`config.mk`:
```
export PLATFORM = sky130hd
export DESIGN_NAME = sram_bus_arbiter
export DESIGN_NICKNAME = d
export VERILOG_FILES = /design/src/rtl/cpu_bus_pkg.sv /design/src/rtl/sram_tag_fifo.sv /design/src/rtl/sram_bus_arbiter.sv
export SDC_FILE = /design/constraint.sdc
export NUM_CORES = 1
export LEC_CHECK = 0
export BUFFER_PORTS_ARGS = -buffer_cell sky130_fd_sc_hd__buf_2
export CORE_AREA = 3 3 124 126
export CTS_BUF_LIST = sky130_fd_sc_hd__clkbuf_8
export CTS_CLUSTER_SIZE = 28
export DETAILED_ROUTE_END_ITERATION = 12
export DIE_AREA = 0 0 127 129
export MAX_ROUTING_LAYER = met4
export PLACE_DENSITY = 0.48
export SYNTH_ARGS = -nofsm -noshare
export SYNTH_HDL_FRONTEND = slang
export SYNTH_HIERARCHICAL = 1
export SYNTH_SLANG_ARGS = --single-unit
```
`constraint.sdc`:
```
create_clock -name clk -period 2.5 [get_ports clk]
set_input_delay 0.5 -clock clk [delete_from_list [all_inputs] [get_ports clk]]
set_output_delay 0.5 -clock clk [all_outputs]
set_load 0.01 [all_outputs]
```
`src/rtl/cpu_bus_pkg.sv`:
```
// Shared definitions for the CPU-side SRAM-like buses: source tags,
// transfer size encodings and address width.
package cpu_bus_pkg;

  localparam int ADDR_W = 32;

  typedef enum logic {
    SRC_INST = 1'b0,
    SRC_DATA = 1'b1
  } src_e;

  localparam logic [1:0] SIZE_B = 2'd0;
  localparam logic [1:0] SIZE_H = 2'd1;
  localparam logic [1:0] SIZE_W = 2'd2;

endpackage

```
`src/rtl/sram_tag_fifo.sv`:
```
// Small synchronous FIFO with a combinational head, used to remember which
// master owns each outstanding transaction.
module sram_tag_fifo #(
  parameter int DEPTH = 4,
  parameter int WIDTH = 1,
  localparam int PTR_W = (DEPTH > 1) ? $clog2(DEPTH) : 1,
  localparam int CNT_W = $clog2(DEPTH + 1)
) (
  input  logic             clk,
  input  logic             resetn,
  input  logic             push,
  input  logic [WIDTH-1:0] din,
  input  logic             pop,
  output logic [WIDTH-1:0] head,
  output logic             full,
  output logic             empty,
  output logic [CNT_W-1:0] count
);

  logic [WIDTH-1:0] r_mem [DEPTH];
  logic [PTR_W-1:0] r_wr_ptr;
  logic [PTR_W-1:0] r_rd_ptr;
  logic [CNT_W-1:0] r_count;
  logic             w_do_push;
  logic             w_do_pop;

  function automatic logic [PTR_W-1:0] ptr_inc(input logic [PTR_W-1:0] p);
    return (p == PTR_W'(DEPTH - 1)) ? '0 : p + PTR_W'(1);
  endfunction

  assign full      = (r_count == CNT_W'(DEPTH));
  assign empty     = (r_count == '0);
  assign count     = r_count;
  assign head      = r_mem[r_rd_ptr];
  assign w_do_push = push && !full;
  assign w_do_pop  = pop && !empty;

  // Storage carries no reset; validity is tracked by the pointers and count.
  always_ff @(posedge clk) begin
    if (w_do_push) r_mem[r_wr_ptr] <= din;
  end

  always_ff @(posedge clk or negedge resetn) begin
    if (!resetn) begin
      r_wr_ptr <= '0;
      r_rd_ptr <= '0;
      r_count  <= '0;
    end else begin
      if (w_do_push) r_wr_ptr <= ptr_inc(r_wr_ptr);
      if (w_do_pop)  r_rd_ptr <= ptr_inc(r_rd_ptr);
      case ({w_do_push, w_do_pop})
        2'b10:   r_count <= r_count + CNT_W'(1);
        2'b01:   r_count <= r_count - CNT_W'(1);
        default: r_count <= r_count;
      endcase
    end
  end

endmodule

```
`src/rtl/sram_bus_arbiter.sv`:
```
// Merges the instruction and data SRAM-like masters onto one slave port with
// data priority, grant lock until accept, and in-order response steering.
module sram_bus_arbiter
  import cpu_bus_pkg::*;
#(
  parameter int MAX_OUT = 4
) (
  input  logic              clk,
  input  logic              resetn,
  input  logic              inst_sram_req,
  input  logic              inst_sram_wr,
  input  logic [1:0]        inst_sram_size,
  input  logic [ADDR_W-1:0] inst_sram_addr,
  input  logic [3:0]        inst_sram_wstrb,
  input  logic [31:0]       inst_sram_wdata,
  output logic              inst_sram_addr_ok,
  output logic              inst_sram_data_ok,
  output logic [31:0]       inst_sram_rdata,
  input  logic              data_sram_req,
  input  logic              data_sram_wr,
  input  logic [1:0]        data_sram_size,
  input  logic [ADDR_W-1:0] data_sram_addr,
  input  logic [3:0]        data_sram_wstrb,
  input  logic [31:0]       data_sram_wdata,
  output logic              data_sram_addr_ok,
  output logic              data_sram_data_ok,
  output logic [31:0]       data_sram_rdata,
  output logic              mem_req,
  output logic              mem_wr,
  output logic [1:0]        mem_size,
  output logic [ADDR_W-1:0] mem_addr,
  output logic [3:0]        mem_wstrb,
  output logic [31:0]       mem_wdata,
  input  logic              mem_addr_ok,
  input  logic              mem_data_ok,
  input  logic [31:0]       mem_rdata,
  output logic              protocol_err
);

  localparam int CNT_W = $clog2(MAX_OUT + 1);

  logic             r_lock;
  src_e             r_lock_src;
  logic             r_perr;
  src_e             w_grant_src;
  logic             w_grant_req;
  logic             w_accept;
  logic             w_full;
  logic             w_empty;
  logic             w_head;
  logic [CNT_W-1:0] w_count_unused;

  // With no lock and no data request the mux defaults to INST, so an idle
  // instruction master simply yields grant_req = 0.
  always_comb begin
    w_grant_src = SRC_INST;
    if (r_lock)             w_grant_src = r_lock_src;
    else if (data_sram_req) w_grant_src = SRC_DATA;
    w_grant_req = (w_grant_src == SRC_DATA) ? data_sram_req : inst_sram_req;
  end

  always_comb begin
    mem_wr    = inst_sram_wr;
    mem_size  = inst_sram_size;
    mem_addr  = inst_sram_addr;
    mem_wstrb = inst_sram_wstrb;
    mem_wdata = inst_sram_wdata;
    if (w_grant_src == SRC_DATA) begin
      mem_wr    = data_sram_wr;
      mem_size  = data_sram_size;
      mem_addr  = data_sram_addr;
      mem_wstrb = data_sram_wstrb;
      mem_wdata = data_sram_wdata;
    end
  end

  assign mem_req           = w_grant_req && !w_full;
  assign w_accept          = mem_req && mem_addr_ok;
  assign inst_sram_addr_ok = w_accept && (w_grant_src == SRC_INST);
  assign data_sram_addr_ok = w_accept && (w_grant_src == SRC_DATA);

  assign inst_sram_data_ok = mem_data_ok && !w_empty && (w_head == SRC_INST);
  assign data_sram_data_ok = mem_data_ok && !w_empty && (w_head == SRC_DATA);
  assign inst_sram_rdata   = mem_rdata;
  assign data_sram_rdata   = mem_rdata;
  assign protocol_err      = r_perr;

  // Lock follows an offered-but-unaccepted request; a dropped req or an
  // accept both leave mem_req && !mem_addr_ok false, which clears it.
  always_ff @(posedge clk or negedge resetn) begin
    if (!resetn) begin
      r_lock     <= 1'b0;
      r_lock_src <= SRC_INST;
      r_perr     <= 1'b0;
    end else begin
      r_lock     <= mem_req && !mem_addr_ok;
      r_lock_src <= w_grant_src;
      if (mem_data_ok && w_empty) r_perr <= 1'b1;
    end
  end

  sram_tag_fifo #(
    .DEPTH (MAX_OUT),
    .WIDTH (1)
  ) u_tag_fifo (
    .clk    (clk),
    .resetn (resetn),
    .push   (w_accept),
    .din    (w_grant_src),
    .pop    (mem_data_ok),
    .head   (w_head),
    .full   (w_full),
    .empty  (w_empty),
    .count  (w_count_unused)
  );

endmodule

```
==> flow_metrics.py, run 1 <==
metrics = {
    "yosys": {
        "synth_top_area_share_pct": 37.16,
        "synth-edff-count": 4,
        "synth_ff_type": "dfrtp_1",
        "synthCells": 206,
        "synth_area_leaders": "mux2_2 37%, buf_4 22%, dfrtp_1 11%, edfxtp_1 5.5%, ha_1 3.4%",
        "synth_area_um2": 2182,
        "synth_common_cells": "72 x mux2_2, 64 x buf_4, 10 x dfrtp_1",
        "synth_seq_cells": 14,
        "yosysMostFrequentCell": "mux2_2",
        "synth-async-reset-ratio_pct": 71.43,
        "synth_top_area_cell": "mux2_2",
        "yosys_warnings": 6,
        "yosysSeqAreaShare_pct": 16.97,
        "synthDistinctLibCells": 31,
        "syn_area_per_cell_um2": 10.59,
        "syn_nets": 393,
    },
    "route": {
        "first_pass_iters": 4,
        "drt_drc_violations_left": 0,
        "viasPerCell": 3.709,
        "antenna_left": 0,
        "drtIter0Drc": 26,
        "wl_per_cell_um": 14.14,
        "drt-total-wl_um": 7778,
        "num_vias": 2040,
    },
    "sta": {
        "worst_slew_pin_slew_ns": 0.2752,
        "holdWs_ns": 0.1127,
        "drv_slew": 0,
        "skew_ns": 0.005674,
        "rsz0062_at_grt": "no",
        "post-route-period-util_pct": 91.60,
        "max_slew_margin_pct": 81.55,
        "setup_viol": 0,
        "max_freq_mhz": 436.7,
        "min_period_ns": 2.290,
        "fin_setup_tns_ns": 0,
        "hold_viol_final": 0,
    },
    "floorplanning": {
        "fp.dieArea_um2": 16380,
        "pin_count": 321,
        "dieHeight_um": 129,
        "die_x_um": 127,
        "core_um2": 14420,
        "fp-row-count": 44,
        "start_util_pct": 15.13,
    },
    "grt": {
        "grt_usage_pct": 8.376,
        "grt_pass1_vias": 1925,
        "antenna_found_initial": 0,
        "grt_pass1_wl_um": 10380,
        "overflow": 0,
        "grt_max_degree": 39,
    },
    "cells_and_area": {
        "drive_gt1_share_pct": 86.61,
        "area_delta_synth_final_pct": 40.83,
        "num_antenna_cells": 0,
        "nets": 554,
        "n_fill_cell": 1585,
        "fin_cells": 550,
    },
    "clock_tree": {
        "clkLatencyLatePin_ns": 0.24,
        "cts_tree": "built",
        "clk_pin_slew_worst_paths_ns": 0.06,
        "cts.sinks": 14,
        "root_buffer": "clkbuf_8",
        "clk_path_buf_depth": 2,
        "cts_max_level": 1,
        "cts_inserted_buffers": 3,
    },
    "placed_design": {
        "dp_hpwl_um": 7015,
        "io_buffers": 224,
        "place_inst": 546,
        "place_congestion": 0.6405,
    },
    "flow_run": {
        "cap_violations": 0,
    },
    "pwr": {
        "irDropWorstVdd_mv": 0.2012,
        "power_frac_seq_pct": 22.3,
        "power.leakage_nw": 1.594,
        "power_frac_comb_pct": 65.9,
        "internal-power_mw": 1.149,
        "p_switching_uw": 721.3,
        "p_per_area_nw_per_um2": 608.5,
        "p_sw_share_pct": 38.57,
        "clkPwrFrac_pct": 11.7,
    },
    "setup_path": {
        "cp-start-kind": "flip-flop",
        "worstPathRequired_ns": 2.00,
        "crit_arrival_ns": 1.79,
        "r2r_cells": 11,
        "worstSetupEndpointType": "primary output",
        "path_class": "reg -> out",
        "critical_path.max_fanout": 34,
    },
    "outcome": {
        "status": "completed",
    },
    "min_path": {
        "hp-class": "in -> async",
    },
}
[what timing repair did]
item	in CTS	in global routing
hold buffers	0	0
resized for setup	0	1
buffers inserted	0	0
setup endpoints to repair	0	1
[power groups by stage]
stage / sequential, mW / clock, mW / combinational, mW
floorplan: 0.409 / 0 / 0.928
global placement: 0.417 / 0 / 1.23
detailed placement: 0.424 / 0 / 1.26
CTS: 0.419 / 0.229 / 1.27
global route: 0.431 / 0.236 / 1.36
finish: 0.418 / 0.219 / 1.23
[flip-flops by register name, summed over array words and instances, names as in the netlist]
signal               flops
u_tag_fifo/r_mem         4
u_tag_fifo/count         3
u_tag_fifo/r_rd_ptr      2
u_tag_fifo/r_wr_ptr      2
protocol_err             1
r_lock                   1
r_lock_src               1
[stage by stage]
step	total power [mW]	util, %	cell area, µm²	worst slack, ns
6_report	1.870	21.30	3073	0.2100
5_1_grt	2.027	21.30	3073	0.06224
4_1_cts	1.914	21.28	3069	0.1692
3_5_place_dp	1.682	20.90	3014	0.2155
3_3_place_gp	1.647	20.90	3014	0.2656
2_1_floorplan	1.337	-	2182	0.3341
[routing by layer]
metal / share of wire [%] / global-route usage (%)
met5: 0 / -
met4: 1.4 / 2.271
met3: 15 / 3.196
met2: 45 / 12.45
met1: 39 / 10.64
[cells by family (layout without fill, tap and decap cells)]
group,count (synthesis),after routing,share of synthesized area (%)
compound gates,2,2,0.5733
xor+xnor,3,3,1.204
fa+ha+maj,7,7,4.358
buf+inv,80,240,27.52
flops,14,14,16.97
mux,78,78,41.74
simple gates,22,22,7.626
[area by class of cell]
class | count | area (µm²) | share of cell area (%)
Clock buffer | 4 | 55.05 | 1.792
Tap cell | 184 | 230.2 | 7.492
Multi-Input combinational cell | 112 | 1215 | 39.54
Sequential cell | 14 | 370.4 | 12.05
Inverter | 9 | 33.78 | 1.099
Timing Repair Buffer | 227 | 1169 | 38.03
[worst paths after layout]
path / start / endpoint / slack (ns)
setup reg to reg: r_lock / u_tag_fifo/count[2] / 0.26
min in group clk: mem_addr_ok / r_lock / 0.44
hold / removal: resetn / r_lock / 0.11
hold reg to reg: protocol_err / protocol_err / 0.45
setup / recovery: r_lock / mem_addr[31] / 0.21
max in group asynchronous: resetn / u_tag_fifo/r_rd_ptr[1] / 2.18
[cell usage in the layout (no fill, tap or decap), drive strengths merged]
cell type  Yosys  routed
clkbuf         3       4
nor3b          2       2
nor4           1       1
edfxtp         4       4
and3b          1       1
mux2          75      75
nor2           4       4
mux2i          2       2
nor2b          1       1
mux4           1       1
dfrtp         10      10
ha             6       6
and2           4       4
fa             1       1
nor3           4       4
a21oi          1       1
and4b          1       1
or2b           1       1
nand2b         2       2
nand2          1       1
xnor2          1       1
buf           68     227
a21o           1       1
inv            9       9
xor2           2       2
[worst max-delay path, stage by stage, from the launching register on]
cell,delay [ns]
dfrtp_1,0.42
mux2i_4,0.33
buf_12,0.24
mux2_2,0.38
buf_2,0.15
No activity file was read; power rests on OpenSTA's default activity.
==> inputs of run 2 (changes only) <==
Settings changed: CORE_AREA 3 3 124 126 to 3 3 123 125, DIE_AREA 0 0 127 129 to 0 0 126 128, PLACE_DENSITY 0.48 to 0.5.
Clock period 2.5 ns to 2 ns, I/O delays scaled along.
==> run 2 against run 1 <==
Compared with the run above: the run now ends with setup timing left; first-iteration DRC count is 130% higher; register-to-register slack worse by 0.23 ns; sequential share of layout area is 2.7 points lower; via count is 7.9% higher; setup slack worse by 0.38 ns; core utilization is 7.1 points higher; sequential power is 19% higher; global-route usage hardly changed; critical endpoint is now mem_size[1].
==> flow_metrics.py, run 2 (synthesis results as in run 1) <==
metrics = {
    "floorplanning": {
        "fp.dieArea_um2": 16130,
        "die_x_um": 126,
        "dieHeight_um": 128,
        "core_um2": 13990,
        "fp-row-count": 43,
        "start_util_pct": 15.60,
        "pin_count": 321,
    },
    "setup_path": {
        "r2r-start": "r_lock_src",
        "cp-start-kind": "flip-flop",
        "r2r_cells": 11,
        "path_class": "reg -> out",
        "rrSetupSlack_ns": 0.03,
        "crit_end": "mem_size[1]",
        "timing.rr.end": "u_tag_fifo/count[2]",
        "critical_path.max_fanout": 12,
        "worstPathRequired_ns": 1.60,
        "worstSetupEndpointType": "primary output",
        "crit_path_start": "r_lock",
        "crit_arrival_ns": 1.77,
    },
    "grt": {
        "antenna_found_initial": 1,
        "grt_pass1_vias": 2190,
        "grt_max_degree": 25,
        "overflow": 0,
        "grt_pass1_wl_um": 10690,
        "grt_usage_pct": 8.403,
    },
    "placed_design": {
        "io_buffers": 224,
        "dp_hpwl_um": 6092,
        "place_inst": 554,
        "place_ws_ns": -0.08515,
        "place_congestion": 0.8133,
    },
    "cells_and_area": {
        "nets": 582,
        "fin_cells": 575,
        "layout_commonest_cell": "buf_2",
        "most-common-layout-cells": "165 x buf_2, 65 x buf_6, 47 x mux2_4",
        "area_delta_synth_final_pct": 82.22,
        "drive_gt1_share_pct": 89.59,
        "utilization_pct": 28.43,
        "largest_register_ff_count": 4,
        "largest-register": "u_tag_fifo/r_mem",
        "n_fill_cell": 1454,
    },
    "route": {
        "wl_per_cell_um": 15.41,
        "antenna_left": 0,
        "drt-total-wl_um": 8859,
        "drt_drc_violations_left": 0,
        "num_vias": 2201,
        "drtIter0Drc": 61,
        "first_pass_iters": 4,
        "viasPerCell": 3.828,
    },
    "sta": {
        "min_period_ns": 2.174,
        "post-route-period-util_pct": 108.7,
        "skew_ns": 0.004216,
        "timing.final.ws_setup_ns": -0.1737,
        "setup_viol": 71,
        "fin_setup_tns_ns": -10.55,
        "max_slew_margin_pct": 77.97,
        "holdWs_ns": 0.01178,
        "worst_slew_pin_slew_ns": 0.3274,
        "max_freq_mhz": 460.1,
        "drv_slew": 0,
        "rsz0062_at_grt": "yes",
        "hold_viol_final": 0,
    },
    "clock_tree": {
        "clkLatencyLatePin_ns": 0.24,
        "cts.sinks": 14,
        "clk_path_buf_depth": 2,
        "postCtsHoldBufs": 0,
        "cts_inserted_buffers": 3,
        "clk_pin_slew_worst_paths_ns": 0.06,
        "root_buffer": "clkbuf_8",
        "cts_tree": "built",
        "cts_max_level": 1,
    },
    "flow_run": {
        "cap_violations": 0,
    },
    "outcome": {
        "status": "finished with violations",
        "violations": "setup timing",
    },
    "pwr": {
        "p_per_area_nw_per_um2": 779.7,
        "power.leakage_nw": 2.096,
        "irDropWorstVdd_mv": 0.2850,
    },
    "min_path": {
        "hp-class": "in -> async",
    },
}
-- run 2: cell count changes in the layout (fill, tap and decap cells not counted), moves of 4 or more --
| cell | before | now |
|---|---|---|
| mux2_2 | 72 | 28 |
| buf_2 | 224 | 165 |
| mux2_4 | 3 | 47 |
| buf_4 | 1 | 17 |
| buf_6 | 0 | 65 |
| clkbuf_16 | 0 | 4 |
-- run 2: where the power goes --
part	switching, mW	internal, mW
registers	0.0865	0.410
logic	0.919	1.45
clock network	0.0970	0.136
-- run 2: per-layer routing --
metal / wire length (µm) / global-route usage, % / vias up
met5: 0 / - / -
li1: - / - / 1021
met2: 4797 / 15.31 / 164
met1: 3046 / 8.841 / 996
met3: 889 / 2.333 / 20
met4: 126 / 2.587 / 0
-- run 2: worst min path at each step --
stage | from | endpoint
2_1_floorplan | resetn | protocol_err
3_3_place_gp | resetn | u_tag_fifo/count[0]
3_5_place_dp | resetn | protocol_err
4_1_cts | resetn | u_tag_fifo/count[1]
5_1_grt | resetn | u_tag_fifo/count[1]
6_report | resetn | u_tag_fifo/count[1]
-- run 2: layout make-up --
cell class	instances	area [µm²]	share of cell area, %
clock buffers	3	41.29	1.038
flip-flops and latches	14	370.4	9.314
well taps	180	225.2	5.664
diodes	1	2.502	0.06293
repair buffers	255	1873	47.11
inverters	9	36.28	0.9125
multi-input cells	112	1424	35.81
clock inverters	1	3.754	0.09440
-- run 2: critical path: stages, from the launching register on --
cell	delay, ns
dfrtp_1	0.35
buf_6	0.11
mux2i_4	0.26
buf_6	0.16
buf_16	0.16
mux2_2	0.34
buf_2	0.14
-- run 2: timing repair --
action | CTS | global route
pin swaps | 6 | 2
setup endpoints to repair | 73 | 75
buffers inserted | 7 | 3
resized for setup | 61 | 63
cloned | 3 | 5
-- run 2: stage by stage --
step	cell area, µm²	total power, mW
after floorplan	2186	1.673
after global placement	3103	2.131
after detailed placement	3103	2.169
after CTS	3567	2.775
after global routing	3976	3.302
final	3976	3.100
==> inputs of run 3 (changes only) <==
Settings changed: CTS_BUF_LIST sky130_fd_sc_hd__clkbuf_8 to sky130_fd_sc_hd__clkbuf_16.
==> run 3 against run 2 <==
Compared with the run above: the flow still finishes with violations (setup timing); clock skew is 0.0024 ns lower; clock power is 63% higher; total power is 4.6% higher; combinational power hardly changed; core utilization is 0.21 points higher; first-iteration DRC count is 20% higher; fmax is 0.25% higher; critical path depth stayed put; global-route usage is 0.054 points higher; sequential power hardly changed; register-to-register slack hardly changed; via count is 0.59% higher; largest cell class unchanged; largest power group unchanged.
==> flow_metrics.py, run 3 (synthesis results as in run 1) <==
metrics = {
    "outcome": {
        "status": "finished with violations",
        "violations": "setup timing",
    },
    "route": {
        "drt-total-wl_um": 8906,
        "antenna_left": 0,
        "drt_drc_violations_left": 0,
        "viasPerCell": 3.850,
        "num_vias": 2214,
        "wl_per_cell_um": 15.49,
        "first_pass_iters": 2,
        "drtIter0Drc": 73,
    },
    "setup_path": {
        "r2r-start": "r_lock_src",
        "critical_path.max_fanout": 12,
        "slowest_stage": "dfrtp_1",
        "max_stage_delay_ns": 0.35,
        "cp_cell_sequence": "buf_6 -> mux2i_4 -> buf_6 -> buf_16 -> mux2_2 -> buf_2",
        "cp-start-kind": "flip-flop",
        "crit_top_cell": "buf_6",
        "crit_arrival_ns": 1.77,
        "worstSetupEndpointType": "primary output",
        "worstPathRequired_ns": 1.60,
        "path_class": "reg -> out",
        "crit_path_start": "r_lock",
    },
    "floorplanning": {
        "start_util_pct": 15.60,
        "dieHeight_um": 128,
        "pin_count": 321,
        "fp-row-count": 43,
        "fp.dieArea_um2": 16130,
        "core_um2": 13990,
        "die_x_um": 126,
    },
    "placed_design": {
        "io_buffers": 224,
        "place_congestion": 0.8133,
        "place_ws_ns": -0.08515,
        "dp_hpwl_um": 6092,
    },
    "clock_tree": {
        "cts.sinks": 14,
        "clk_pin_slew_worst_paths_ns": 0.05,
        "cts_tree": "built",
        "clkLatencyLatePin_ns": 0.24,
        "cts_inserted_buffers": 3,
        "clk_path_buf_depth": 2,
        "cts_max_level": 1,
        "root_buffer": "clkbuf_16",
    },
    "cells_and_area": {
        "nets": 582,
        "drive_gt1_share_pct": 89.34,
        "most-common-layout-cells": "165 x buf_2, 65 x buf_6, 47 x mux2_4",
        "largest-register": "u_tag_fifo/r_mem",
        "largest_register_ff_count": 4,
        "area_delta_synth_final_pct": 83.54,
        "layout_commonest_cell": "buf_2",
    },
    "sta": {
        "hold_viol_final": 0,
        "worst_slew_pin_slew_ns": 0.3281,
        "rsz0062_at_grt": "yes",
        "setup_viol": 71,
        "timing.final.ws_setup_ns": -0.1682,
        "max_freq_mhz": 461.2,
        "min_period_ns": 2.168,
        "max_slew_margin_pct": 77.93,
        "drv_slew": 0,
        "skew_ns": 0.001831,
        "post-route-period-util_pct": 108.4,
    },
    "grt": {
        "grt_max_degree": 25,
        "overflow": 0,
        "antenna_found_initial": 1,
        "grt_pass1_wl_um": 10730,
        "grt_usage_pct": 8.457,
        "grt_pass1_vias": 2192,
    },
    "min_path": {
        "hp-class": "in -> async",
    },
    "pwr": {
        "finalPower_mw": 3.244,
        "power.leakage_nw": 2.109,
        "irDropWorstVdd_mv": 0.3300,
        "p_per_area_nw_per_um2": 809.9,
    },
    "flow_run": {
        "cap_violations": 0,
    },
}
-- run 3: cell count changes in the layout (fill, tap and decap cells not counted) --
cell,before,now
clkbuf_16,4,7
clkbuf_8,3,0
nor3b_1,0,1
nor3b_2,1,0
-- run 3: layer usage --
| metal | part of all wire, % | track usage (%) |
|---|---|---|
| met1 | 34 | 8.916 |
| met5 | 0 | - |
| met3 | 10 | 2.458 |
| met2 | 54 | 15.31 |
| met4 | 1.4 | 2.587 |
-- run 3: worst paths after layout --
path | slack [ns] | endpoint | cells past startpoint
worst max-delay path | -0.17 | mem_size[1] | 6
worst min-delay path | 0.02 | u_tag_fifo/count[1] | 1
worst max register to register | 0.03 | u_tag_fifo/count[2] | 11
worst min register to register | 0.46 | protocol_err | 1
max in group asynchronous | 1.78 | u_tag_fifo/r_rd_ptr[0] | 1
min in group clk | 0.39 | r_lock | 2
-- run 3: power by group --
part | switching, mW | leakage [nW] | total (mW) | internal (mW)
Combinational | 0.917 | 1.92 | 2.37 | 1.45
Sequential | 0.0872 | 0.153 | 0.498 | 0.411
Clock | 0.116 | 0.0385 | 0.380 | 0.264
-- run 3: cell type report --
cell class	count	area, µm²
repair buffers	255	1873
inverters	9	36.28
clock buffers	3	75.07
diodes	1	2.502
well taps	180	225.2
clock inverters	1	3.754
multi-input cells	112	1419
flip-flops and latches	14	370.4
fillers	1451	9983
-- run 3: critical path, delay by kind of cell (launching register included) --
kind / cells / cell delay, ns
muxes: 2 / 0.60
buffers and inverters: 4 / 0.57
DFF: 1 / 0.35
-- run 3: what timing repair did --
| action | 4_1_cts | 5_1_grt |
|---|---|---|
| cloned | 3 | 5 |
| endpoints found under the hold margin | 0 | 0 |
| pin swaps | 6 | 2 |
| hold buffers | 0 | 0 |
| buffers inserted | 7 | 3 |
| gates resized for setup | 61 | 62 |
| endpoints found under the setup margin | 73 | 75 |
-- run 3: through the flow --
stage / area [µm²] / utilization, % / cells / setup TNS (ns) / hold slack, ns
2_1_floorplan: 2186 / - / 206 / -0.1340 / 0.1044
3_3_place_gp: 3103 / 22.18 / 554 / -0.04431 / 0.2831
3_5_place_dp: 3103 / 22.18 / 554 / -0.09118 / 0.2789
4_1_cts: 3601 / 25.74 / 568 / -12.50 / 0.02112
5_1_grt: 4005 / 28.63 / 575 / -14.51 / 0.02366
6_report: 4005 / 28.63 / 575 / -10.21 / 0.01758
